File: src/rtl/regfile_pkg.sv
// rtl/regfile_pkg.sv - shared register-file types, special addresses and writeback switch states
package regfile_pkg;

   typedef logic [3:0]  reg_addr_t;
   typedef logic [15:0] reg_data_t;

   localparam reg_addr_t REG_IRA = 4'hC;
   localparam reg_addr_t REG_SP  = 4'hD;
   localparam reg_addr_t REG_SR  = 4'hE;
   localparam reg_addr_t REG_PC  = 4'hF;

   typedef enum logic [1:0] {
      IDLE  = 2'd0,
      DRAIN = 2'd1,
      ACK   = 2'd2,
      WAIT  = 2'd3
   } wb_sw_state_t;

   // SP, SR and PC sit at the top of the map and are never written through the writeback port
   function automatic logic reg_writable(input reg_addr_t addr);
      return addr < REG_SP;
   endfunction

endpackage

File: src/rtl/regfile_wb_arbiter_rr_arbiter.sv
// rtl/regfile_wb_arbiter_rr_arbiter.sv - combinational round-robin one-hot grant starting at a pointer
module rr_arbiter
   import regfile_pkg::*;
#(
   parameter int NUM_REQ = 3,
   parameter int PTR_W   = $clog2(NUM_REQ)
) (
   input  logic [NUM_REQ-1:0] req,
   input  logic [PTR_W-1:0]   pointer,
   input  logic               enable,
   output logic [NUM_REQ-1:0] grant
);

   logic             found;
   logic [PTR_W-1:0] idx;

   // Scan upward from the pointer (wrapping) and grant the first active request
   always_comb begin
      grant = '0;
      found = 1'b0;
      idx   = '0;
      for (int k = 0; k < NUM_REQ; k++) begin
         idx = PTR_W'((int'(pointer) + k) % NUM_REQ);
         if (enable && !found && req[idx]) begin
            grant[idx] = 1'b1;
            found      = 1'b1;
         end
      end
   end

endmodule

File: src/rtl/regfile_wb_arbiter.sv
// rtl/regfile_wb_arbiter.sv - round-robin writeback port sharing with bank-switch drain; REGFILE_WB_FWD_EN adds write forwarding
module regfile_wb_arbiter
   import regfile_pkg::*;
#(
   parameter int NUM_REQ = 3,
   parameter int ADDR_W  = 4,
   parameter int DATA_W  = 16
) (
   input  logic                      clock,
   input  logic                      reset,
   input  logic [NUM_REQ-1:0]        req_valid,
   input  logic [NUM_REQ*ADDR_W-1:0] req_addr,
   input  logic [NUM_REQ*DATA_W-1:0] req_data,
   output logic [NUM_REQ-1:0]        req_ready,
   input  logic                      hold,
   input  logic                      sw_req,
   output logic                      sw_ack,
   output logic [ADDR_W-1:0]         write_addr,
   output logic [DATA_W-1:0]         write_data,
   output logic                      write_en,
   output logic                      drop_err,
   input  logic                      err_clr
`ifdef REGFILE_WB_FWD_EN
   ,
   input  logic [ADDR_W-1:0]         fwd_addr,
   output logic                      fwd_hit,
   output logic [DATA_W-1:0]         fwd_data
`endif
);

   localparam int PTR_W = $clog2(NUM_REQ);

   wb_sw_state_t      state_q;
   logic              sw_ack_q;
   logic [PTR_W-1:0]  ptr_q, ptr_d;
   logic              write_en_q, write_en_d;
   logic [ADDR_W-1:0] write_addr_q, write_addr_d;
   logic [DATA_W-1:0] write_data_q, write_data_d;
   logic              drop_err_q, drop_err_d;

   logic [NUM_REQ-1:0] grant;
   logic               grant_en;
   logic               transfer;
   logic [PTR_W-1:0]   gidx;
   logic [ADDR_W-1:0]  sel_addr;
   logic [DATA_W-1:0]  sel_data;
   logic               writable;

   // Grants only in IDLE, and not in the cycle a switch request first appears
   assign grant_en = (state_q == IDLE) && !hold && !sw_req;

   rr_arbiter #(
      .NUM_REQ (NUM_REQ),
      .PTR_W   (PTR_W)
   ) u_rr (
      .req     (req_valid),
      .pointer (ptr_q),
      .enable  (grant_en),
      .grant   (grant)
   );

   assign req_ready = grant;
   assign transfer  = |grant;

   // Encode the one-hot grant to select the winning requester's fields
   always_comb begin
      gidx = '0;
      for (int i = 0; i < NUM_REQ; i++) begin
         if (grant[i]) gidx = PTR_W'(i);
      end
   end

   assign sel_addr = req_addr[int'(gidx)*ADDR_W +: ADDR_W];
   assign sel_data = req_data[int'(gidx)*DATA_W +: DATA_W];
   assign writable = reg_writable(reg_addr_t'(sel_addr));

   // Next-state for pointer, output stage and sticky drop flag
   always_comb begin
      ptr_d        = ptr_q;
      write_en_d   = 1'b0;
      write_addr_d = write_addr_q;
      write_data_d = write_data_q;
      drop_err_d   = err_clr ? 1'b0 : drop_err_q;
      if (transfer) begin
         ptr_d        = (int'(gidx) == NUM_REQ - 1) ? '0 : gidx + 1'b1;
         write_en_d   = writable;
         write_addr_d = sel_addr;
         write_data_d = sel_data;
         if (!writable) drop_err_d = 1'b1;
      end
   end

   // Output stage registers; a reset discards any captured write
   always_ff @(posedge clock or posedge reset) begin
      if (reset) begin
         ptr_q        <= '0;
         write_en_q   <= 1'b0;
         write_addr_q <= '0;
         write_data_q <= '0;
         drop_err_q   <= 1'b0;
      end else begin
         ptr_q        <= ptr_d;
         write_en_q   <= write_en_d;
         write_addr_q <= write_addr_d;
         write_data_q <= write_data_d;
         drop_err_q   <= drop_err_d;
      end
   end

   // Bank-switch handshake: drain the output stage, pulse ack, wait for the request to drop
   always_ff @(posedge clock or posedge reset) begin
      if (reset) begin
         state_q  <= IDLE;
         sw_ack_q <= 1'b0;
      end else begin
         sw_ack_q <= 1'b0;
         case (state_q)
            IDLE: begin
               if (sw_req) state_q <= DRAIN;
            end
            DRAIN: begin
               if (!write_en_q) begin
                  state_q  <= ACK;
                  sw_ack_q <= 1'b1;
               end
            end
            ACK: begin
               state_q <= WAIT;
            end
            WAIT: begin
               if (!sw_req) state_q <= IDLE;
            end
            default: begin
               state_q <= IDLE;
            end
         endcase
      end
   end

   assign sw_ack     = sw_ack_q;
   assign write_en   = write_en_q;
   assign write_addr = write_addr_q;
   assign write_data = write_data_q;
   assign drop_err   = drop_err_q;

`ifdef REGFILE_WB_FWD_EN
   assign fwd_hit  = write_en_q && (write_addr_q == fwd_addr);
   assign fwd_data = write_data_q;
`endif

endmodule

File: config.mk
export PLATFORM = sky130hd
export DESIGN_NAME = regfile_wb_arbiter
export DESIGN_NICKNAME = d
export VERILOG_FILES = /design/src/rtl/regfile_pkg.sv /design/src/rtl/regfile_wb_arbiter_rr_arbiter.sv /design/src/rtl/regfile_wb_arbiter.sv
export SDC_FILE = /design/constraint.sdc
export NUM_CORES = 1
export LEC_CHECK = 0
export ABC_CLOCK_PERIOD_IN_PS = 4000
export BUFFER_PORTS_ARGS = -buffer_cell sky130_fd_sc_hd__clkbuf_2
export CORE_ASPECT_RATIO = 1.25
export CORE_UTILIZATION = 47
export DETAILED_ROUTE_END_ITERATION = 10
export PLACE_DENSITY_LB_ADDON = 0.25
export SLEW_MARGIN = 40
export SYNTH_ARGS = -nofsm -noshare
export SYNTH_HDL_FRONTEND = slang
export SYNTH_SLANG_ARGS = --single-unit
export TNS_END_PERCENT = 20
File: constraint.sdc
create_clock -name clock -period 4 [get_ports clock]
set_clock_uncertainty 0.1 [all_clocks]
set_input_delay 0.4 -clock clock [delete_from_list [all_inputs] [get_ports clock]]
set_output_delay 0.4 -clock clock [all_outputs]
set_load 0.01 [all_outputs]
======== After elaboration in Yosys (flattened, before gate mapping) ========
Index checks and enable logic that the tools add are counted.
word-level totals
  input port bits ......................... 68
  register bits after elaboration ......... 27
cells by class
  reductions and logical operators ........ 17
  add/sub/neg operators ................... 3
  mux-type cells .......................... 30
  $lt $le $gt $ge ......................... 7
  divide/modulo/power cells ............... 3
  bitwise operators ....................... 2
  shifts and indexed selects .............. 2
  equal/unequal tests ..................... 7
operator list
  kind                                                                                 count
  32-bit by 3-bit remainder unit with 32-bit output, second input constant             2
  48-bit by 7-bit indexed part select with 16-bit output                               1
  3-bit by 3-bit remainder unit with 32-bit output, second input constant              1
  1-bit two-way mux                                                                    15
  12-bit by 5-bit indexed part select with 4-bit output                                1
  1-bit logical AND                                                                    10
  2-bit two-way mux                                                                    5
  2-bit by 3-bit < comparator with 1-bit output, second input constant                 3
  3-bit two-way mux                                                                    3
  2-bit case mux with 4 select lines                                                   1
  1-bit binary-select mux with 2-bit select                                            3
  1-bit demux with 2-bit select                                                        3
  2-bit equality test, second input constant                                           3
  2-bit by 1-bit greater-or-equal comparator with 1-bit output, second input constant  3
  2-bit inequality test, second input constant                                         3
  3-bit OR                                                                             2
  1-bit logical NOT                                                                    4
  4-bit < comparator, second input constant                                            1
  2-bit by 1-bit adder with 3-bit output, second input constant                        1
  2-bit by 2-bit adder with 3-bit output, second input constant                        1
  3-bit AND reduction                                                                  1
  3-bit OR reduction                                                                   1
  2-bit by 1-bit adder with 2-bit output, second input constant                        1
  2-bit by 1-bit equality test with 1-bit output, second input constant                1
  2-bit logical NOT                                                                    1

======== Depth between registers and ports, before layout ========
  depth after elaboration ................. 19
  mapped depth ............................ 12

======== Hierarchy ========
A second synthesis with hierarchy kept.
unflattened totals
  cells, all modules ...................... 205
  area, all modules ....................... 1,702.9 um^2
by module, submodules not included
  module              seq. area each (um^2)  instances  cells each  area each (um^2)
  regfile_wb_arbiter  675.6                  1          170         1,451.4
  rr_arbiter          0.0                    1          35          251.5

======== Least setup slack after synthesis ========
OpenSTA, ideal clock, no wires.
  path kind ............................... flip-flop to flip-flop
  from .................................... reg state_q[0]
  to ...................................... reg write_data_q[10], in the netlist write_data[10]
  slack ................................... 0.944 ns
  cell stages (with the launch flop) ...... 10
  arrival ................................. 2.830 ns
  library setup time ...................... 0.125 ns
  data required time ...................... 3.775 ns
  buffers on the path ..................... 1
  cells stage by stage .................... dfrtp_1 > inv_1 > ha_1 > nor3b_1 > o21ai_0 > a31oi_2 > buf_2 > mux2_2 > mux2_2 > mux2_4
between the ends
  cells in the longest elaborated chain, start to end .. 16
RTL lines
  item                                                    line                                 source
  start, declared                                         regfile_wb_arbiter.sv:33             wb_sw_state_t state_q;
  start signal, assigned                                  regfile_wb_arbiter.sv:113            state_q <= IDLE;
  start signal, assigned                                  regfile_wb_arbiter.sv:119            if (sw_req) state_q <= DRAIN;
  start signal, assigned                                  regfile_wb_arbiter.sv:123            state_q <= ACK;
  2-bit logical NOT (*)                                   regfile_wb_arbiter.sv:50             assign grant_en = (state_q == IDLE) && !hold && !sw_req;
  1-bit logical AND (*) (2 in a row)                      regfile_wb_arbiter.sv:50
  1-bit logical AND                                       regfile_wb_arbiter_rr_arbiter.sv:24  if (enable && !found && req[idx]) begin
  1-bit two-way mux                                       regfile_wb_arbiter_rr_arbiter.sv:24
  1-bit logical NOT                                       regfile_wb_arbiter_rr_arbiter.sv:24
  1-bit logical AND (2 in a row)                          regfile_wb_arbiter_rr_arbiter.sv:24
  1-bit two-way mux                                       regfile_wb_arbiter_rr_arbiter.sv:24
  1-bit logical NOT                                       regfile_wb_arbiter_rr_arbiter.sv:24
  1-bit logical AND (2 in a row)                          regfile_wb_arbiter_rr_arbiter.sv:24
  3-bit two-way mux (*)                                   regfile_wb_arbiter_rr_arbiter.sv:24
  named net req_ready[1]                                  regfile_wb_arbiter.sv:14             output logic [NUM_REQ-1:0] req_ready,
  1-bit two-way mux                                       regfile_wb_arbiter.sv:69             if (grant[i]) gidx = PTR_W'(i);
  2-bit two-way mux                                       regfile_wb_arbiter.sv:69
  48-bit by 7-bit indexed part select with 16-bit output  regfile_wb_arbiter.sv:74             assign sel_data = req_data[int'(gidx)*DATA_W +: DATA_W];
  end signal, assigned                                    regfile_wb_arbiter.sv:105            write_data_q <= write_data_d;
  end, declared                                           regfile_wb_arbiter.sv:38             logic [DATA_W-1:0] write_data_q, write_data_d;
Mark *: on every way through the listed nets, which the timed path passes. The rest lies on a longest branch.
A chain may end at the register's enable or synchronous reset.

======== Worst setup path after layout ========
  from .................................... reg state_q[0]
  to ...................................... reg write_data_q[10], in the netlist write_data[10]
between the ends
  cells in the longest elaborated chain, start to end .. 16
RTL lines
  item                                                    line
  2-bit logical NOT (*)                                   regfile_wb_arbiter.sv:50
  1-bit logical AND (*) (2 in a row)                      regfile_wb_arbiter.sv:50
  1-bit logical AND                                       regfile_wb_arbiter_rr_arbiter.sv:24
  1-bit two-way mux                                       regfile_wb_arbiter_rr_arbiter.sv:24
  1-bit logical NOT                                       regfile_wb_arbiter_rr_arbiter.sv:24
  1-bit logical AND (2 in a row)                          regfile_wb_arbiter_rr_arbiter.sv:24
  1-bit two-way mux                                       regfile_wb_arbiter_rr_arbiter.sv:24
  1-bit logical NOT                                       regfile_wb_arbiter_rr_arbiter.sv:24
  1-bit logical AND (2 in a row)                          regfile_wb_arbiter_rr_arbiter.sv:24
  3-bit two-way mux (*)                                   regfile_wb_arbiter_rr_arbiter.sv:24
  1-bit two-way mux                                       regfile_wb_arbiter.sv:69
  2-bit two-way mux                                       regfile_wb_arbiter.sv:69
  48-bit by 7-bit indexed part select with 16-bit output  regfile_wb_arbiter.sv:74
Every way passes the cells marked *; elsewhere a longest branch is shown, timed or not.

==> results.toml <==
[global_routing]
grt_max_degree = 28
grt_pass1_vias = 1537
antenna_found_initial = 0
grt_usage_pct = 19.4
grt.overflow.total = 0
grt_pass1_wl_mm = 6.48

[cells_and_area]
final_cell_area_mm2 = 0.00255
syn2layout_area_growth_pct = 29.0
final_common_cell = "clkbuf_2"
stdcell_count = 313
drive_gt1_share_pct = 63.4
final_core_util_pct = 62.7
antenna_cells = 0
nets = 335
layout_common_cells = "clkbuf_2, mux2_2, dfrtp_1, mux2_4, ha_1"

[placed_design]
place_area_mm2 = 0.00250
dp_slack_ns = 0.627
portBuffers = 93
gp_congestion = 0.867
dp_cells = 309
dp_hpwl_mm = 3.27

[clock_network]
cts_setup_buffers = 0
clock_path_buffers = 2
cts_made_buffers = 3
htreeDepth = 1
cts_resized = 0
clockRootBuffer = "clkbuf_8"
clock_latency_ns = 0.28
path_clk_slew_ns = 0.09
cts_sinks = 27
ctsHoldBuffers = 0
cts_tree = "built"

[power_and_ir_drop]
irDropWorstVdd_uv = 298
seq_power_share_pct = 33.7
p_sw_mw = 0.528
pwr-share-clk_pct = 10.8
finalPower_mw = 1.44
combPwrFrac_pct = 55.5
intPower_mw = 0.908
swShare_pct = 36.8
p_per_area_mw_per_mm2 = 564
p_leak_nw = 1.26

[sta]
tns_ns = 0
hold_violations = 0
fmax_mhz = 298
setup_viol_count_final = 0
slew_violations = 0
setup_ws_ns = 0.641
rsz0062_at_grt = "no"
period_minus_slack_ns = 3.36
whs_ns = 0.0431
fin_crit_sh_pct = 84.0
worst_slew_pin_slew_ns = 0.663
slew_headroom_pct = 55.7

[logic_synthesis]
synth_nets = 241
synthFlopType = "dfrtp_1"
synth_cells = 164
async_flop_share_pct = 100
yosysUniqueCellTypes = 39
seq_area_frac_synth_pct = 34.2
synth_top_area_share_pct = 34.2
synth_seq_cells = 27
netlist_top_cells_area = "dfrtp_1, mux2_2, mux2_4"
synth_edf_count = 0
syn_area_per_cell_um2 = 12.0
ys_warn_count = 0
syn_area_mm2 = 0.00198
synth_area_leader_cell = "dfrtp_1"

[die]
pin_count = 94
core_mm2 = 0.00407
fp.dieH_um = 74.5
dieArea_mm2 = 0.00447
rows = 26
fp.dieW_um = 60.0
start_util_pct = 48.6

[critical_path]
cpMostUsedCell = "mux2_2"
cpPeakStageDelay_ns = 0.56
worstSetupPathType = "reg -> reg"
slowest_stage = "nor3b_1"
cp_data_required_time_ns = 4.07
arrival_ns = 3.43
cp-end-kind = "flop"
cp_cell_sequence = "inv_1 > ha_1 > nor3b_1 > o21ai_0 > a31oi_2 > buf_4 > mux2_2 > mux2_2 > mux2_4"
startpoint_type = "flop"
cp_max_fo = 10

[min_path]
hold_path_class = "in -> async"

[detailed_routing]
drt_first_iter_violations = 101
drtPass1Iterations = 6
wl_mm = 4.13
drc_errors = 0
vias = 1619
viasPerCell = 5.17
postRouteAntennaNets = 0
wl_per_cell_um = 13.2

[flow_run]
cap_violations = 0

[run_status]
status = "finished clean"
[power by group through the flow]
stage | Clock [mW] | Combinational [mW] | Sequential (mW)
finish | 0.155 | 0.797 | 0.484
global route | 0.174 | 0.870 | 0.501
CTS | 0.159 | 0.800 | 0.486
detailed placement | 0 | 0.799 | 0.488
global placement | 0 | 0.786 | 0.489
floorplan | 0 | 0.517 | 0.531
[state kept, by name, summed over array words and instances (netlist names)]
signal and flops:
drop_err 1, ptr_q 2, state_q 2, sw_ack 1, write_addr 4, write_data 16, write_en 1
[synthesized netlist by cell type, types with 3 or more instances]
master / number
nor3b_1: 3
nor2_1: 4
mux2_4: 17
o21ai_0: 3
dfrtp_1: 27
mux2i_1: 3
inv_1: 9
buf_2: 4
o211ai_1: 4
nand2b_1: 4
mux2_2: 41
ha_1: 9
[layout make-up]
cell class | instances | area, µm²
Clock inverter | 1 | 7.51
Inverter | 10 | 37.5
Fill cell | 368 | 1520
Clock buffer | 3 | 41.3
Sequential cell | 27 | 676
Multi-Input combinational cell | 119 | 1210
Timing Repair Buffer | 97 | 508
Tap cell | 56 | 70.1
[cell families after synthesis]
family                   synth area share (%)
flip-flops                               34.2
AO/OA/AOI/OAI                            9.94
adder cells (fa/ha/maj)                  5.70
buffers and inverters                    4.62
AND/OR/NAND/NOR                          7.16
multiplexers                             38.4
[path summary, 6_finish.rpt]
| kind | from | end | slack (ns) | depth (start not counted) |
|---|---|---|---|---|
| setup / recovery | state_q[0] | write_data[10] | 0.64 | 9 |
| hold / removal | reset | ptr_q[0] | 0.04 | 2 |
| setup reg to reg | state_q[0] | write_data[10] | 0.64 | 9 |
| hold reg to reg | write_en | sw_ack | 0.38 | 1 |
| max in group asynchronous | reset | write_addr[2] | 3.38 | 2 |
| min in group clock | err_clr | drop_err | 0.28 | 3 |
[critical path, delay by kind of cell (launching register included)]
kind / cells / cell delay [ns]
muxes: 3 / 0.86
AOI/OAI and AO/OA: 2 / 0.73
and+or+nand+nor: 1 / 0.56
buffers and inverters: 2 / 0.41
DFF: 1 / 0.41
adders and majority gates: 1 / 0.17
[layer usage]
metal	wire length (µm)	vias to the layer above	global-route usage, %
met5	0	-	0
met4	74	0	7.75
met3	166	7	2.78
met2	2200	44	35.8
met1	1690	777	22.2
li1	-	791	-
No activity file was read; power rests on OpenSTA's default activity.
